### src/rtl/tug_field_if.sv
// Tug-of-war playfield bundle: key pulses in, field lights and counter qualifiers out.
interface tug_field_if #(
  parameter int NUM_LEDS = 9
);
  logic                L;
  logic                R;
  logic [NUM_LEDS-1:0] leds;
  logic                edge_armed;
  logic                side;
  logic                win_l;
  logic                win_r;
  logic                game_over;

  modport master (
    output L, R,
    input  leds, edge_armed, side, win_l, win_r, game_over
  );

  modport slave (
    input  L, R,
    output leds, edge_armed, side, win_l, win_r, game_over
  );
endinterface

### src/rtl/tug_field.sv
// Tug-of-war playfield: moves the rope light, flags edge wins, blanks then re-centres.
// Optional TUG_FIELD_MATCH_LIMIT_EN locks the field once either side reaches seven wins.
module tug_field #(
  parameter int NUM_LEDS    = 9,
  parameter int HOLD_CYCLES = 4
) (
  input logic       clk,
  input logic       reset,
  tug_field_if.slave bus
);
  localparam int PW = $clog2(NUM_LEDS);
  localparam int HW = $clog2(HOLD_CYCLES + 1);

  localparam logic [PW-1:0] CENTER = PW'((NUM_LEDS - 1) / 2);
  localparam logic [PW-1:0] LAST   = PW'(NUM_LEDS - 1);
  localparam logic [HW-1:0] HLAST  = HW'(HOLD_CYCLES - 1);

  localparam logic [1:0] PLAY   = 2'd0;
  localparam logic [1:0] HOLD   = 2'd1;
  localparam logic [1:0] LOCKED = 2'd2;

  logic [1:0]    state;
  logic [PW-1:0] pos;
  logic [HW-1:0] hold_cnt;
  logic          win_l_q;
  logic          win_r_q;

  logic play;
  logic at_left;
  logic at_right;
  logic go_l;
  logic go_r;
  logic lock_next;

  assign play     = (state == PLAY);
  assign at_left  = (pos == LAST);
  assign at_right = (pos == '0);
  assign go_l     = bus.L & ~bus.R;
  assign go_r     = bus.R & ~bus.L;

`ifdef TUG_FIELD_MATCH_LIMIT_EN
  logic [2:0] tally_l;
  logic [2:0] tally_r;

  // Tallies advance on the winning edge so HOLD exit sees them even when HOLD is one cycle.
  always_ff @(posedge clk) begin
    if (reset) begin
      tally_l <= '0;
      tally_r <= '0;
    end else if (play) begin
      if (go_l && at_left && tally_l != 3'd7)
        tally_l <= tally_l + 3'd1;
      if (go_r && at_right && tally_r != 3'd7)
        tally_r <= tally_r + 3'd1;
    end
  end

  assign lock_next     = (tally_l == 3'd7) | (tally_r == 3'd7);
  assign bus.game_over = (state == LOCKED);
`else
  assign lock_next     = 1'b0;
  assign bus.game_over = 1'b0;
`endif

  always_ff @(posedge clk) begin
    if (reset) begin
      state    <= PLAY;
      pos      <= CENTER;
      hold_cnt <= '0;
      win_l_q  <= 1'b0;
      win_r_q  <= 1'b0;
    end else begin
      win_l_q <= 1'b0;
      win_r_q <= 1'b0;
      unique case (state)
        PLAY: begin
          unique case (1'b1)
            go_l & at_left: begin
              win_l_q  <= 1'b1;
              state    <= HOLD;
              hold_cnt <= '0;
            end
            go_l & ~at_left:  pos <= pos + 1'b1;
            go_r & at_right: begin
              win_r_q  <= 1'b1;
              state    <= HOLD;
              hold_cnt <= '0;
            end
            go_r & ~at_right: pos <= pos - 1'b1;
            default: ;
          endcase
        end
        HOLD: begin
          if (hold_cnt == HLAST) begin
            state    <= lock_next ? LOCKED : PLAY;
            pos      <= CENTER;
            hold_cnt <= '0;
          end else begin
            hold_cnt <= hold_cnt + 1'b1;
          end
        end
        LOCKED: ;
        default: state <= PLAY;
      endcase
    end
  end

  assign bus.leds       = play ? ({{(NUM_LEDS-1){1'b0}}, 1'b1} << pos)
                               : '0;
  assign bus.edge_armed = play & (at_left | at_right);
  assign bus.side       = play & at_right;
  assign bus.win_l      = win_l_q;
  assign bus.win_r      = win_r_q;
endmodule

### src/flat_wrapper.sv
// flat-port wrapper written by rule: the top's interface ports become plain ports
module tug_field_flat 
#(
  parameter int NUM_LEDS    = 9,
  parameter int HOLD_CYCLES = 4
)
  (clk, reset, bus_L, bus_R, bus_leds, bus_edge_armed, bus_side, bus_win_l, bus_win_r, bus_game_over);
  tug_field_if #(.NUM_LEDS(NUM_LEDS)) bus_i ();
  input logic clk;
  input logic reset;
  input wire logic [$bits(bus_i.L)-1:0] bus_L;
  input wire logic [$bits(bus_i.R)-1:0] bus_R;
  output wire logic [$bits(bus_i.leds)-1:0] bus_leds;
  output wire logic [$bits(bus_i.edge_armed)-1:0] bus_edge_armed;
  output wire logic [$bits(bus_i.side)-1:0] bus_side;
  output wire logic [$bits(bus_i.win_l)-1:0] bus_win_l;
  output wire logic [$bits(bus_i.win_r)-1:0] bus_win_r;
  output wire logic [$bits(bus_i.game_over)-1:0] bus_game_over;
  assign bus_i.L = bus_L;
  assign bus_i.R = bus_R;
  assign bus_leds = bus_i.leds;
  assign bus_edge_armed = bus_i.edge_armed;
  assign bus_side = bus_i.side;
  assign bus_win_l = bus_i.win_l;
  assign bus_win_r = bus_i.win_r;
  assign bus_game_over = bus_i.game_over;
  tug_field #(.NUM_LEDS(NUM_LEDS), .HOLD_CYCLES(HOLD_CYCLES)) u_core (.clk(clk), .reset(reset), .bus(bus_i));
endmodule
### config.mk
export PLATFORM = sky130hd
export DESIGN_NAME = tug_field_flat
export DESIGN_NICKNAME = d
export VERILOG_FILES = /design/src/rtl/tug_field_if.sv /design/src/rtl/tug_field.sv /design/src/flat_wrapper.sv
export SDC_FILE = /design/constraint.sdc
export NUM_CORES = 1
export LEC_CHECK = 0
export BUFFER_PORTS_ARGS = -buffer_cell sky130_fd_sc_hd__buf_2
export CAP_MARGIN = 30
export CORE_UTILIZATION = 54
export CTS_CLUSTER_DIAMETER = 40
export CTS_CLUSTER_SIZE = 40
export DETAILED_ROUTE_END_ITERATION = 12
export PLACE_DENSITY = 0.81
export SETUP_SLACK_MARGIN = 0.05
export SLEW_MARGIN = 10
export SYNTH_ARGS = -nofsm -noshare
export SYNTH_HDL_FRONTEND = slang
export SYNTH_SLANG_ARGS = --single-unit
### constraint.sdc
create_clock -name clk -period 4.9 [get_ports clk]
set_input_delay 0.49 -clock clk [delete_from_list [all_inputs] [get_ports clk]]
set_output_delay 0.49 -clock clk [all_outputs]
set_load 0.05 [all_outputs]
==> results.md, run 1 <==
* Setup crit end kind: register
* Clk slew on worst S/H paths at around 60 ps
* Seq pwr share at 0.383
* Yosys warns at 0
* Placed inst area at 767 sq um
* Post_cts resized at 0
* GPL Wtd Cong at around 0.81
* Adder-cell share of the synthesized area at 0.0353
* Vias in the first global route at 577
* First-pass GRT wire length at 2590 um
* Post-Synthesis Cells at 90
* Fin Setup TNS at 0 ps
* PwrDens at between 300 and 400 nW/um^2
* Vias/cell at a little under 6
* Via count at 685
* Slew Limit Fails at 0
* Unique masters post-synth at 32
* Register area share after synthesis at 0.283
* Cell Rows at 12
* Multiplexer area fraction after synthesis at 0.0159
* Fmax at between 400 and 500 MHz
* Post-synthesis async set-or-reset flop share at 0
* Endpoints failing hold at 0
* Tightest Pin Transition at 507 ps
* Final Cycle Share at 0.495
* Starting density of the core at 0.613
* Final net count at 110
* Post-synth EDFFs at 0
* Core Area at 1160 sq um
* Area Growth Syn to Fin at 11.5%
* Max VDD drop at 0.204 mV
* Cts hold-fix bufs at 0
* Compound-cell area share of the yosys netlist at 0.147
* Initial antenna violation count at 0
* Worst path required time at 5040 ps
* # Max-Cap Violations at 0
* Crit path max fanout at 13
* Top-area cell type share of the netlist area at 0.283
* Fin area at 790 sq um
* WL per Instance at around 14 um
* Total CTS buffers at 3
* GR Util All Layers at 0.254
* Worst Setup Slack, final at around 2500 ps
* Final ANT Viol Nets at 0
* Die span in y at 38.2 um
* Residual DRC at 0
* Top-count cell post-synth: nor2_1
* I/O Pins at 18
* Drt initial violations at 14
* Unrepaired setup endpoints after global routing: false
* Clk sinks at 10
* Final core utilization at 0.683
* # setup viols final at 0
* Root Driver: clkbuf_4
* Synthesized area per cell at just under 8 sq um
* Drt total wl at ~1600 um
* Largest net degree at the start of global routing at 19
* Minimum clock period at roughly 2400 ps
* Layout cells sized above 1 at 0.275
* Largest family of logic cells by synthesized area: simple AND/OR/NAND/NOR gates
* Post-Syn Area at 708 sq um
* DIE WIDTH at 38.2 um
* Fraction of the mapped netlist area in simple logic gates at 0.424
* Syn nets at 96
* Clock Latency Late Sink at 270 ps
* Xor and xnor area share after synthesis at 0.0247
* Predominant post-synthesis flop cell: dfxtp_1
* Area contributors post-synth: dfxtp_1, nor2_1, nand2b_1, nand3b_1, nand2b_4
* Crit Path Category: reg2reg
* Overflow left after global routing at 0
* Die ar. at 1460 sq um
* Antenna Cells at 0
* Logic pwr share at 0.404
* Setup Skew at 5.26 ps
* Dpl ws at 2480 ps
* Switching power at approximately 110 uW
* Max_slew headroom at 0.658
* Worst Path Arrival at 2560 ps
* Yosys top cell by area: dfxtp_1
* Commonest cells post-synth: nor2_1, dfxtp_1, nand2b_1
* Static Leakage at approximately 0.00038 uW
* Sw Share at 0.439
* Setup Buffers After CTS at 0
* IO buf count at 16
* CTS tree: done
* TritonRoute pass-1 iters at 4
* H-tree depth at 1
* Crit path launch type: register
* Int Pwr at 147 uW
* Worst hold path type: reg2reg
* Outcome: complete, no violations
* DP Wirelength at around 1100 um
* Yosys reg bits at 10
* Clock power frac at 0.213
* Clock Path Buffers at 2
==> layer usage <==
layer / part of all wire / GRT usage / up-vias / wire, um
li1: - / - / 340 / -
met1: 0.44 / 0.331 / 308 / 685
met2: 0.48 / 0.428 / 32 / 750
met3: 0.063 / 0.0174 / 5 / 98
met4: 0.021 / 0.107 / 0 / 33
met5: 0 / 0 / - / 0
==> placed cells by master, fill, tap and decap left out <==
| master | instances |
|---|---|
| or2_2 | 1 |
| and3_1 | 2 |
| a2111oi_2 | 1 |
| conb_1 | 1 |
| inv_1 | 2 |
| nand2b_4 | 2 |
| nand2_1 | 3 |
| o21a_1 | 2 |
| or3_1 | 2 |
| and2_1 | 1 |
| nand3_1 | 2 |
| ha_1 | 2 |
| nor3b_1 | 3 |
| nor4_1 | 2 |
| nor3_2 | 1 |
| a221o_2 | 1 |
| or4_4 | 1 |
| o32ai_1 | 1 |
| nand3b_1 | 4 |
| dfxtp_1 | 10 |
| nor2_1 | 13 |
| mux2_2 | 1 |
| nand2b_1 | 7 |
| and3b_2 | 1 |
| a311oi_1 | 1 |
| clkbuf_4 | 3 |
| xor2_1 | 2 |
| a21oi_1 | 5 |
| o21ai_0 | 4 |
| nor3_1 | 5 |
| buf_2 | 16 |
==> stage by stage <==
| stage | hold WS, ps | std cells | total power (uW) |
|---|---|---|---|
| global placement | 432 | 113 | 205 |
| global route | 504 | 116 | 273 |
| finish | 463 | 116 | 262 |
| floorplan | 422 | 90 | 189 |
| CTS | 466 | 116 | 262 |
| detailed placement | 459 | 113 | 207 |
==> logic make-up after synthesis <==
family / count (synthesis)
AOI/OAI and AO/OA: 15
xor gates and xnor gates: 2
adders and majority gates: 2
buffers and inverters: 9
DFF: 10
muxes: 1
other: 1
and+or+nand+nor: 50
==> flip-flops by register name (all words and copies together) (netlist names) <==
| register | cells |
|---|---|
| u_core.bus.win_r | 1 |
| u_core.bus.win_l | 1 |
| u_core.pos | 4 |
| u_core.hold_cnt | 3 |
| u_core.state | 1 |
==> worst max-delay path, cell delays in order, from the launching register on <==
cell       delay (ps)
dfxtp_1           430
nor4_1            460
nor2_1            100
xor2_1            160
ha_1              210
or4_4             520
a2111oi_2         320
a311oi_1           90
==> final cells by class <==
type	count	area [sq um]
Multi-Input combinational cell	71	462
Fill cell	115	367
Sequential cell	10	200
Timing Repair Buffer	16	80.1
Clock buffer	3	22.5
Tap cell	14	17.5
Inverter	2	7.51
==> power groups by stage <==
stage	combinational (uW)	sequential (uW)	clock [uW]
floorplan	95.9	93.0	0
global placement	103	102	0
detailed placement	105	102	0
CTS	106	99.9	56.0
global route	113	101	59.0
finish	106	100	55.7
==> final timing paths <==
kind,from,end,slack (ps),cells past startpoint
hold / removal,u_core.hold_cnt[2]$_SDFFE_PP0P_,u_core.hold_cnt[2]$_SDFFE_PP0P_,460,2
setup reg to reg,u_core.pos[3]$_SDFFE_PP0P_,u_core.pos[2]$_SDFFE_PP1P_,2480,7
setup / recovery,u_core.pos[3]$_SDFFE_PP0P_,u_core.pos[2]$_SDFFE_PP1P_,2480,7
hold reg to reg,u_core.hold_cnt[2]$_SDFFE_PP0P_,u_core.hold_cnt[2]$_SDFFE_PP0P_,460,2
Note: power is estimated with default switching activity, not from simulation.
==> run 2: changes to the inputs <==
--- a/config.mk
+++ b/config.mk
@@ -7,11 +7,12 @@
 export LEC_CHECK = 0
 export BUFFER_PORTS_ARGS = -buffer_cell sky130_fd_sc_hd__buf_2
 export CAP_MARGIN = 30
-export CORE_UTILIZATION = 54
+export CORE_ASPECT_RATIO = 1.2
+export CORE_UTILIZATION = 45
 export CTS_CLUSTER_DIAMETER = 40
 export CTS_CLUSTER_SIZE = 40
 export DETAILED_ROUTE_END_ITERATION = 12
-export PLACE_DENSITY = 0.81
+export PLACE_DENSITY = 0.72
 export SETUP_SLACK_MARGIN = 0.05
 export SLEW_MARGIN = 10
 export SYNTH_ARGS = -nofsm -noshare
==> constraint.sdc (replaced) <==
create_clock -name clk -period 2.1 [get_ports clk]
set_input_delay 0.21 -clock clk [delete_from_list [all_inputs] [get_ports clk]]
set_output_delay 0.21 -clock clk [all_outputs]
set_load 0.05 [all_outputs]
==> results.md, run 2 (same netlist as run 1, synthesis figures left out) <==
* Non-Filler Instances at 127 (+9.5%)
* Hold depth at 3 (+1)
* IO buf count at 16 (unchanged)
* Crit path max fanout at 2 (-11)
* Footprint of the multi-input gates at 504 sq um (+9.2%)
* Drt initial violations at 6 (-8)
* GR Util All Layers at 0.180 (-0.0739)
* Worst path required time at 2240 ps (-2800 ps)
* Starting density of the core at 0.490 (-0.123)
* Root Driver: clkbuf_4
* Area Growth Syn to Fin at 27.6%
* Layout cells sized above 1 at 0.382 (+0.107)
* Clock Path Buffers at 2 (unchanged)
* Slew Limit Fails at 0 (unchanged)
* Endpoints failing hold at 0 (unchanged)
* DIE WIDTH at 38.2 um (unchanged)
* Worst hold path type: in2reg
* Overflow left after global routing at 0 (unchanged)
* Fmax at 500 MHz (+21%)
* Final Cycle Share at 0.953 (+0.458)
* Minimum clock period at 2000 ps (-422 ps)
* Max FFs per register at 4 (unchanged)
* WL per Instance at 12.2 um (-9.9%)
* Max VDD drop at 0.488 mV (+140%)
* Worst Path Arrival at 2140 ps (-420 ps)
* Initial antenna violation count at 0 (unchanged)
* PwrDens at 776 nW/um^2 (+130%)
* Total chip power at 701 uW (+170%)
* Die ar. at 1740 sq um (+19%)
* Residual DRC at 0 (unchanged)
* Final ANT Viol Nets at 0 (unchanged)
* Vias/cell at 5.41 (-8.4%)
* Static Leakage at 0.000425 uW (+12%)
* Placed inst area at 828 sq um (+8.0%)
* Core Area at 1450 sq um (+25%)
* CTS tree: done
* Final core utilization at 0.625 (-0.0578)
* TritonRoute pass-1 iters at 4 (unchanged)
* Outcome: complete, no violations
* Total CTS buffers at 3 (unchanged)
* Sequential cell area at 201 sq um (+0.62%)
* Cell Rows at 15 (+3)
* Placed cells at 122 (+8.0%)
* Crit Path Category: reg2reg
* Commonest non-fill, non-tap cell in the layout: buf_2
* DP Wirelength at 1060 um (-2.0%)
* Crit path launch type: register
* Fin Setup TNS at 0 ps (unchanged)
* Clk slew on worst S/H paths at 60 ps (about the same)
* Largest net degree at the start of global routing at 19 (unchanged)
* # setup viols final at 0 (unchanged)
* Clock Latency Late Sink at 270 ps (about the same)
* Commonest non-fill, non-tap cells in the layout: buf_2, nor2_1, dfxtp_1, nand2b_1, buf_4
* Via count at 687 (+0.29%)
* First-pass GRT wire length at 2130 um (-18%)
* R2R cell count at 7 (unchanged)
* H-tree depth at 1 (unchanged)
* Unrepaired setup endpoints after global routing: true
* # Max-Cap Violations at 0 (unchanged)
* GPL Wtd Cong at 0.805 (-0.84%)
* Antenna Cells at 0 (unchanged)
* Fin area at 903 sq um (+14%)
* Drt total wl at 1550 um (-1.4%)
* Tightest Pin Transition at 590 ps (+82.4 ps)
* Final net count at 117 (+6.4%)
* Die span in y at 45.5 um (+19%)
* Setup crit end kind: register
* Vias in the first global route at 508 (-12%)
* Filler cells at 129 (+12%)
* Max_slew headroom at 0.606 (-0.0519)
* Setup Skew at 2.14 ps (-3.13 ps)
* Top reg by flops: u_core.pos
* Biggest regs: u_core.pos (4), u_core.hold_cnt (3)
* Clk sinks at 10 (unchanged)
* I/O Pins at 18 (unchanged)
* Cts hold-fix bufs at 0 (unchanged)
-- run 2: path summary, 6_finish.rpt --
path / from / to / slack, ps
worst max register to register: u_core.pos[2]$_SDFFE_PP1P_ / u_core.pos[2]$_SDFFE_PP1P_ / 100
worst min register to register: u_core.hold_cnt[2]$_SDFFE_PP0P_ / u_core.hold_cnt[2]$_SDFFE_PP0P_ / 460
worst min-delay path: bus_L / u_core.bus.win_l$_SDFF_PP0_ / 260
worst max-delay path: u_core.pos[2]$_SDFFE_PP1P_ / u_core.pos[2]$_SDFFE_PP1P_ / 100
-- run 2: cell type report --
type,count,share of cell area
inverters,2,0.00831
clock buffers,4,0.0402
multi-input cells,71,0.558
repair buffers,23,0.147
well taps,17,0.0235
flip-flops and latches,10,0.223
-- run 2: layer usage --
metal	wire length, um	track usage	part of all wire	up-vias
met3	53	0.0147	0.034	5
met2	724	0.295	0.47	19
met4	43	0.150	0.028	0
met5	0	0	0	-
li1	-	-	-	355
met1	724	0.208	0.47	308
-- run 2: where the power goes --
part	internal, uW	total (uW)	switching (uW)
sequential	203	219	16.3
combinational	105	309	204
clock	105	172	66.8
-- run 2: worst max-delay path, cell delays in order, from the launching register on --
cell	delay, ps
dfxtp_2	340
nor4_4	310
nor2_1	90
xor2_1	150
ha_2	170
or4_4	430
a2111oi_4	290
a311oi_1	80
-- run 2: stage by stage --
stage                     hold WS, ps  worst slack (ps)
after global routing              246             -1.31
after floorplan                   364             -44.6
after CTS                         240               115
final                             255              99.1
after detailed placement          447             -57.9
after global placement            432              29.1
-- run 2: what timing repair did --
item / 4_1_cts / 5_1_grt
pin swaps: 3 / 0
setup endpoints to repair: 1 / 1
resized for setup: 4 / 1
endpoints found under the hold margin: 0 / 0
buffers inserted: 1 / 0
